==> config.mk <==
export PLATFORM = sky130hd
export DESIGN_NAME = mul_seq_ctrl_flat
export DESIGN_NICKNAME = d
export VERILOG_FILES = /design/src/rtl/mul_seq_ctrl_if.sv /design/src/rtl/mul_seq_ctrl.sv /design/src/flat_wrapper.sv
export SDC_FILE = /design/constraint.sdc
export NUM_CORES = 2
export LEC_CHECK = 0
export ABC_AREA = 1
export ABC_CLOCK_PERIOD_IN_PS = 8050
export BUFFER_PORTS_ARGS = -buffer_cell sky130_fd_sc_hd__buf_2
export CORE_MARGIN = 10
export CORE_UTILIZATION = 65
export DETAILED_ROUTE_END_ITERATION = 16
export GPL_TIMING_DRIVEN = 0
export PLACE_DENSITY = 0.94
export SLEW_MARGIN = 15
export SYNTH_ARGS = -nofsm -noshare
export SYNTH_HDL_FRONTEND = slang
export SYNTH_SLANG_ARGS = --single-unit
==> constraint.sdc <==
create_clock -name clk -period 8.05 [get_ports clk]
set_input_delay 0.805 -clock clk [delete_from_list [all_inputs] [get_ports clk]]
set_output_delay 0.805 -clock clk [all_outputs]
set_load 0.02 [all_outputs]
==> src/rtl/mul_seq_ctrl_if.sv <==
// Request/result handshake bundle for mul_seq_ctrl.
// Ports: request valid/ready/op/a/b, result valid/ready/result.
interface mul_seq_ctrl_if;
  logic        in_valid;
  logic        in_ready;
  logic [1:0]  in_op;
  logic [31:0] in_a;
  logic [31:0] in_b;
  logic        out_valid;
  logic        out_ready;
  logic [31:0] out_result;

  modport master (
    output in_valid,
    output in_op,
    output in_a,
    output in_b,
    output out_ready,
    input  in_ready,
    input  out_valid,
    input  out_result
  );

  modport slave (
    input  in_valid,
    input  in_op,
    input  in_a,
    input  in_b,
    input  out_ready,
    output in_ready,
    output out_valid,
    output out_result
  );
endinterface

==> src/rtl/mul_seq_ctrl.sv <==
// Multicycle RV32M multiply sequencer around an unsigned 32x32 array.
// Ports: clk, rst (sync, high), flush, bus (slave handshakes), busy.
module Multiplier32 (
  input  logic [31:0] i_a,
  input  logic [31:0] i_b,
  output logic [63:0] o_p
);
  // Plain product; synthesis maps it onto a compressor tree.
  assign o_p = {32'd0, i_a} * {32'd0, i_b};
endmodule

module mul_seq_ctrl #(
  parameter int unsigned CALC_CYCLES = 2
) (
  input  logic          clk,
  input  logic          rst,
  input  logic          flush,
  mul_seq_ctrl_if.slave bus,
  output logic          busy
);
  typedef enum logic [1:0] {
    S_IDLE,
    S_CALC,
    S_DONE
  } state_t;

  localparam logic [3:0] CNT_LOAD =
    4'(CALC_CYCLES - 1);

  state_t      r_state;
  state_t      w_state_nxt;
  logic [3:0]  r_cnt;
  logic [1:0]  r_op;
  logic        r_neg;
  logic [31:0] r_mag_a;
  logic [31:0] r_mag_b;
  logic [31:0] r_result;

  logic        w_accept;
  logic        w_capture;
  logic        w_a_signed;
  logic        w_b_signed;
  logic        w_a_neg;
  logic        w_b_neg;
  logic [63:0] w_prod;
  logic [63:0] w_prod_s;

  assign bus.in_ready   = (r_state == S_IDLE) & ~flush;
  assign bus.out_valid  = (r_state == S_DONE);
  assign bus.out_result = r_result;
  assign busy           = (r_state != S_IDLE);

  assign w_accept   = bus.in_valid & bus.in_ready;
  assign w_capture  = (r_state == S_CALC) &
                      (r_cnt == 4'd0) & ~flush;

  assign w_a_signed = (bus.in_op == 2'b01) |
                      (bus.in_op == 2'b10);
  assign w_b_signed = (bus.in_op == 2'b01);
  assign w_a_neg    = w_a_signed & bus.in_a[31];
  assign w_b_neg    = w_b_signed & bus.in_b[31];

  // Only the magnitude registers feed the array, so the
  // tree path is stable for the whole CALC window.
  Multiplier32 u_mul (
    .i_a (r_mag_a),
    .i_b (r_mag_b),
    .o_p (w_prod)
  );

  assign w_prod_s = r_neg ? (~w_prod + 64'd1) : w_prod;

  always_comb begin
    w_state_nxt = r_state;
    unique case (1'b1)
      flush:
        w_state_nxt = S_IDLE;
      (!flush && r_state == S_IDLE && bus.in_valid):
        w_state_nxt = S_CALC;
      (!flush && r_state == S_CALC && r_cnt == 4'd0):
        w_state_nxt = S_DONE;
      (!flush && r_state == S_DONE && bus.out_ready):
        w_state_nxt = S_IDLE;
      default: ;
    endcase
  end

  always_ff @(posedge clk) begin
    if (rst) begin
      r_state  <= S_IDLE;
      r_cnt    <= 4'd0;
      r_op     <= 2'b00;
      r_neg    <= 1'b0;
      r_mag_a  <= 32'd0;
      r_mag_b  <= 32'd0;
      r_result <= 32'd0;
    end else begin
      r_state <= w_state_nxt;
      if (w_accept) begin
        r_op    <= bus.in_op;
        r_neg   <= w_a_neg ^ w_b_neg;
        r_mag_a <= w_a_neg ? -bus.in_a : bus.in_a;
        r_mag_b <= w_b_neg ? -bus.in_b : bus.in_b;
        r_cnt   <= CNT_LOAD;
      end else if (r_state == S_CALC && !flush &&
                   r_cnt != 4'd0) begin
        r_cnt <= r_cnt - 4'd1;
      end
      if (w_capture) begin
        r_result <= (r_op == 2'b00) ? w_prod_s[31:0]
                                    : w_prod_s[63:32];
      end
    end
  end
endmodule

==> src/flat_wrapper.sv <==
// flat-port wrapper written by rule: the top's interface ports become plain ports
module mul_seq_ctrl_flat 
#(
  parameter int unsigned CALC_CYCLES = 2
)
  (clk, rst, flush, busy, bus_in_valid, bus_in_op, bus_in_a, bus_in_b, bus_out_ready, bus_in_ready, bus_out_valid, bus_out_result);
  mul_seq_ctrl_if bus_i ();
  input  logic clk;
  input  logic rst;
  input  logic flush;
  output logic busy;
  input wire logic [$bits(bus_i.in_valid)-1:0] bus_in_valid;
  input wire logic [$bits(bus_i.in_op)-1:0] bus_in_op;
  input wire logic [$bits(bus_i.in_a)-1:0] bus_in_a;
  input wire logic [$bits(bus_i.in_b)-1:0] bus_in_b;
  input wire logic [$bits(bus_i.out_ready)-1:0] bus_out_ready;
  output wire logic [$bits(bus_i.in_ready)-1:0] bus_in_ready;
  output wire logic [$bits(bus_i.out_valid)-1:0] bus_out_valid;
  output wire logic [$bits(bus_i.out_result)-1:0] bus_out_result;
  assign bus_i.in_valid = bus_in_valid;
  assign bus_i.in_op = bus_in_op;
  assign bus_i.in_a = bus_in_a;
  assign bus_i.in_b = bus_in_b;
  assign bus_i.out_ready = bus_out_ready;
  assign bus_in_ready = bus_i.in_ready;
  assign bus_out_valid = bus_i.out_valid;
  assign bus_out_result = bus_i.out_result;
  mul_seq_ctrl #(.CALC_CYCLES(CALC_CYCLES)) u_core (.clk(clk), .rst(rst), .flush(flush), .bus(bus_i), .busy(busy));
endmodule
# Word-level counts from Yosys, hierarchy flattened
# Index checks and enable logic that the tools add are counted.
# totals
regBits	105
inputBits	71
output_inout_bits	35
word_cells	51
# op_classes
add_sub_neg	4
n_mul	1
n_eq_ne	4
n_mux	7
bitwise	10
n_reduce_logical	17
# op_table
op	n
32-bit two-way mux	3
64-bit by 1-bit adder with 64-bit output (second input constant)	1
32-bit by 32-bit multiplier with 64-bit output	1
64-bit two-way mux	1
32-bit negation	2
64-bit inverter	1
1-bit logical AND	7
1-bit AND	6
2-bit case mux with 3 select lines	1
2-bit by 1-bit == test with 1-bit output (second input constant)	2
2-bit == test (second input constant)	2
2-bit logical NOT	2
4-bit logical NOT	1
2-bit nonzero test	2
4-bit nonzero test	1
2-bit OR reduction	2
4-bit by 1-bit subtractor with 4-bit output (second input constant)	1
3-bit nonzero test	1
1-bit two-way mux	2
1-bit logical NOT	1
1-bit inverter	1
1-bit OR	1
1-bit XOR	1

# Depth between registers and ports, before layout
# logic_depth
depth_word	5
depth_mapped	44
depth_no_buf	42

# Hierarchy
# From an unflattened synthesis, not the netlist that was laid out.
# hier_totals
cells_unflattened	6374
area_unflattened_um2	44497.7
# by_module_without_submodules
mod	n_inst	cells_each	area_each_um2	seq_area_each_um2
Multiplier32	1	4958	36135.9	0.0
mul_seq_ctrl	1	1416	8361.8	2102.0

# Least setup slack after synthesis
# Ideal clock, no wire load.
# synth_timing
path_kind	flip-flop to flip-flop
start	register u_core.r_mag_b[6]
end	register u_core.r_result[19], in the netlist u_core.bus.out_result[19]
setup_time_ps	66
arrival_time_ps	7048
required_ps	7984
slack_ps	936
stages_incl_launch_ff	38
path_buffers	2
synth_period_minus_slack_ps	7114
cell_sequence	dfxtp_1 > clkbuf_1 > clkbuf_1 > nand2_1 > inv_1 > fa_1 > fa_1 > fa_1 > inv_1 > fa_1 > inv_1 > fa_1 > inv_1 > fa_1 > inv_1 > fa_1 > inv_1 > fa_1 > [2 not listed] > nand2_1 > nor2_1 > nand2_1 > nor2_1 > nand2_1 > nand3_2 > nand2_1 > nand2_2 > nand2_1 > nor2_2 > nand2_1 > o21ai_4 > nand2_4 > nor2_4 > nand2_1 > nand2_1 > nand3_1 > a21oi_2
# synth_between
elab_chain_cells	5
# synth_rtl
item	line	rtl
start, declared	mul_seq_ctrl.sv:36	logic [31:0] r_mag_b;
start signal, assigned	mul_seq_ctrl.sv:103	r_mag_b <= w_b_neg ? -bus.in_b : bus.in_b;
32-bit by 32-bit multiplier with 64-bit output (*)	mul_seq_ctrl.sv:9	assign o_p = {32'd0, i_a} * {32'd0, i_b};
64-bit inverter	mul_seq_ctrl.sv:71	assign w_prod_s = r_neg ? (~w_prod + 64'd1) : w_prod;
64-bit by 1-bit adder with 64-bit output	mul_seq_ctrl.sv:71	
64-bit two-way mux (*)	mul_seq_ctrl.sv:71	
32-bit two-way mux (*)	mul_seq_ctrl.sv:110	r_result <= (r_op == 2'b00) ? w_prod_s[31:0]
end signal, assigned	mul_seq_ctrl.sv:110	
end, declared	mul_seq_ctrl.sv:37	logic [31:0] r_result;
# Mark *: on every way between the ends. The rest lies on a longest branch, timed or not.
# A chain may end at the register's enable or synchronous reset.

# Final worst setup path
# layout_timing
start	register u_core.r_mag_b[25]
end	register u_core.r_result[30], in the netlist u_core.bus.out_result[30]
# Same word-level chain as after synthesis.

==> flow_metrics.env <==
export IMPL_outcome="finished, violations left"
export IMPL_failed_checks="setup timing"
export IMPL_cts_root_buf="clkbuf_16"
export IMPL_worst_slack_ns=-0.0952
export IMPL_postSynth_asyncResetShare_pct=0
export IMPL_mappedNetlistNets=7594
export IMPL_share_seq_of_total_power_pct=10.2
export IMPL_max_slew_margin_rel_pct=28.3
export IMPL_setup_total_negative_slack_ns=-0.281
export IMPL_drt_wirelength_per_cell_um=25.1
export IMPL_detail_route_iter0_violations=5873
export IMPL_clkSlewWorstSetupHoldPaths_ns=0.08
export IMPL_floorplan_die_area_um2=78900
export IMPL_multi_input_combinational_cell_area_um2=35000
export IMPL_leakage_nw=29.6
export IMPL_ioPinCount=106
export IMPL_synth_top_cell_area_share_pct=40.6
export IMPL_initial_core_util_pct=65.7
export IMPL_postSynthRegisterBits=105
export IMPL_synth_warning_count=0
export IMPL_timing_critical_path_mode_cell="nand2_1"
export IMPL_area_sequential_um2=2310
export IMPL_final_layout_size_suffix_gt1_share_pct=12.1
export IMPL_flop_to_flop_setup_slack_ns=-0.1
export IMPL_peakVddDrop_mv=0.137
export IMPL_cts_tree="built"
export IMPL_min_path_type="reg2reg"
export IMPL_slew_violations=0
export IMPL_synth_enable_flop_cells=0
export IMPL_die_h_um=281
export IMPL_global_route_wire_length_before_repair_mm=263
export IMPL_hold_path_endpoint="u_core.r_cnt[0]"
export IMPL_comb_power_share_pct=83.2
export IMPL_core_region_area_um2=67300
export IMPL_timing_hold_worst_start="u_core.r_cnt[0]"
export IMPL_setup_worst_path_class="reg2reg"
export IMPL_cp_data_required_time_ns=8.38
export IMPL_critical_path_max_fanout=10
export IMPL_rr_startpoint="u_core.r_mag_b[25]"
export IMPL_fin_nets=7702
export IMPL_detail_route_antenna_nets=0
export IMPL_power_switching_mw=3.98
export IMPL_synthesis_area_per_instance_um2=6.95
export IMPL_post_synth_inst_count=6359
export IMPL_drc=0
export IMPL_max_freq_mhz=123
export IMPL_commonest_cells_in_the_synthesized_netlist="1,897 x nand2_1, 1,868 x inv_1, 896 x fa_1, 294 x clkbuf_1, 268 x ha_1"
export IMPL_drtPass1Iterations=8
export IMPL_drt_wl_total_mm=185
export IMPL_critical_path_startpoint_type="flip-flop"
export IMPL_skew_ns=0.0205
export IMPL_synth_top_cells_by_area="fa_1 41%, nand2_1 16%, inv_1 16%"
export IMPL_rsz0062_at_grt="true"
export IMPL_yosys_area_top_type="fa_1"
export IMPL_synth_area_um2=44200
export IMPL_antenna_found_initial=9
export IMPL_timing_final_crit_period_ns=8.15
export IMPL_power_total_mw=6.58
export IMPL_via_count_of_the_first_global_routing_pass=42800
export IMPL_clock_power_share_pct=6.7
export IMPL_worst_setup_ep_type="flip-flop"
export IMPL_worst_skew_pair_later_pin_latency_ns=0.39
export IMPL_final_hold_viol_count=0
export IMPL_fin_area_um2=49100
export IMPL_clock_sinks=105
export IMPL_p_sw_share_pct=60.4
export IMPL_total_clock_buffers_created_by_cts=9
export IMPL_critical_path_max_stage_delay_ns=0.58
export IMPL_clock_path_buffers=2
export IMPL_intPower_mw=2.61
export IMPL_synth_lib_cells_used_distinct=49
export IMPL_placement_rows=95
export IMPL_cp_arrival_ns=8.47
export IMPL_timing_worst_slew_pin_value_ns=1.08
export IMPL_final_fill_count=5183
export IMPL_dieWidth_um=281
export IMPL_reported_max_cap_violation_count=0
export IMPL_h_tree_depth=3
export IMPL_routabilityCongestion=1.16
export IMPL_worstReg2RegEnd="u_core.bus.out_result[30]"
export IMPL_area_growth_syn_to_layout_pct=11.0
export IMPL_synth_seq_area_share_pct=4.75
export IMPL_groute_usage_overall_pct=45.9
export IMPL_cellPowerDensity_nw_per_um2=134
export IMPL_dpl_cell_area_um2=45800
export IMPL_share_of_the_clock_period_used_by_the_worst_path_after_layout_pct=101
export IMPL_fin_util_pct=73.0
export IMPL_synth_most_common_cell="nand2_1"
export IMPL_vias_per_cell=5.95
export IMPL_hpwl_mm=148
export IMPL_grt_overflow_total=0
export IMPL_placed_cells=7337
export IMPL_dr_total_vias=43700
export IMPL_worst_r2r_cell_count=32
export IMPL_timing_critical_path_slowest_stage_cell="fa_1"
export IMPL_count_of_buffers_inserted_at_the_top_level_ports=105
export IMPL_layoutNonFillerInstCount=7353
export IMPL_worst_hold_path_cells=2
export IMPL_synth_top_flop_cell="dfxtp_1"
export IMPL_setup_viol=8
export IMPL_maximum_number_of_pins_on_one_net_before_global_route_repair=18
==> state kept, by name (all words and copies together), names as in the netlist <==
register / flops
u_core.bus.out_result: 32
u_core.r_cnt: 4
u_core.r_mag_a: 32
u_core.r_mag_b: 32
u_core.r_neg: 1
u_core.r_op: 2
u_core.r_state: 2
==> how the worst max path moves through the flow <==
stage                                            to  cells after the start  slack (ns)                from
after global placement    u_core.bus.out_result[30]                     35       -1.60  u_core.r_mag_a[19]
after global routing      u_core.bus.out_result[19]                     33       -0.18   u_core.r_mag_b[1]
after CTS                 u_core.bus.out_result[30]                     34        -0.1  u_core.r_mag_a[21]
after floorplan           u_core.bus.out_result[19]                     37        0.94   u_core.r_mag_b[6]
final                     u_core.bus.out_result[30]                     32        -0.1  u_core.r_mag_b[25]
after detailed placement  u_core.bus.out_result[30]                     33       -1.62  u_core.r_mag_a[19]
==> layer usage <==
layer  share of wire [%]  track usage [%]  up-vias
met2                  41             66.5     3706
met1                  31             51.0    20600
li1                    -                -    18300
met3                  17             21.1     1187
met4                  11             38.0        4
met5               0.079            0.960        -
==> critical path: cells and delay by family, from the launching register on <==
kind | cells | cell delay (ns)
adder cells (fa/ha/maj) | 9 | 4.40
AO/OA/AOI/OAI | 1 | 0.15
flip-flops | 1 | 0.49
buffers and inverters | 5 | 0.78
AND/OR/NAND/NOR | 17 | 2.25
==> power by group through the flow <==
stage / clock (mW) / combinational [mW] / sequential (mW)
after floorplan: 0 / 2.79 / 0.573
after global placement: 0 / 4.30 / 0.570
after detailed placement: 0 / 4.36 / 0.571
after CTS: 0.440 / 4.45 / 0.648
after global routing: 0.456 / 5.75 / 0.658
final: 0.439 / 5.47 / 0.669
==> through the flow <==
stage               hold slack (ns)  worst slack, ns
global route                  0.530           -0.182
detailed placement            0.481            -1.62
global placement              0.467            -1.60
CTS                           0.494          -0.0982
floorplan                     0.450            0.936
finish                        0.494          -0.0952
==> layout make-up <==
class / count / share of cell area [%]
repair buffers: 160 / 1.99
inverters: 1880 / 14.4
flip-flops and latches: 105 / 4.70
multi-input cells: 4070 / 71.3
clock inverters: 5 / 0.0841
well taps: 873 / 2.23
clock buffers: 11 / 0.474
diodes: 8 / 0.0408
plain buffers: 241 / 4.78
==> logic make-up after synthesis <==
group	count (synthesis)	share of synthesized area, %
xor+xnor	45	0.891
compound gates	348	4.49
simple gates	2513	23.2
fa+ha+maj	1164	48.1
buf+inv	2184	18.5
flops	105	4.75
==> layout by cell type (no fill, tap or decap), types with 32 or more instances in the layout <==
cell type  instances
nor3_1            32
inv_1           1857
nor2_1           190
nor2_2            56
o21ai_0          132
nand2_2          119
nand3_1          161
dfxtp_1           44
clkbuf_8          34
ha_1             245
nand2_1         1802
dfxtp_4           52
fa_1             868
a21oi_1          123
clkbuf_1          53
buf_4             80
buf_2            108
nor2_4            39
==> what timing repair did <==
action	CTS	global route
gates resized for setup	527	509
hold buffers	0	0
pin swaps	3	72
setup buffers	4	51
hold endpoints to repair	0	0
setup endpoints to repair	32	32
(Power assumes the default switching activity.)
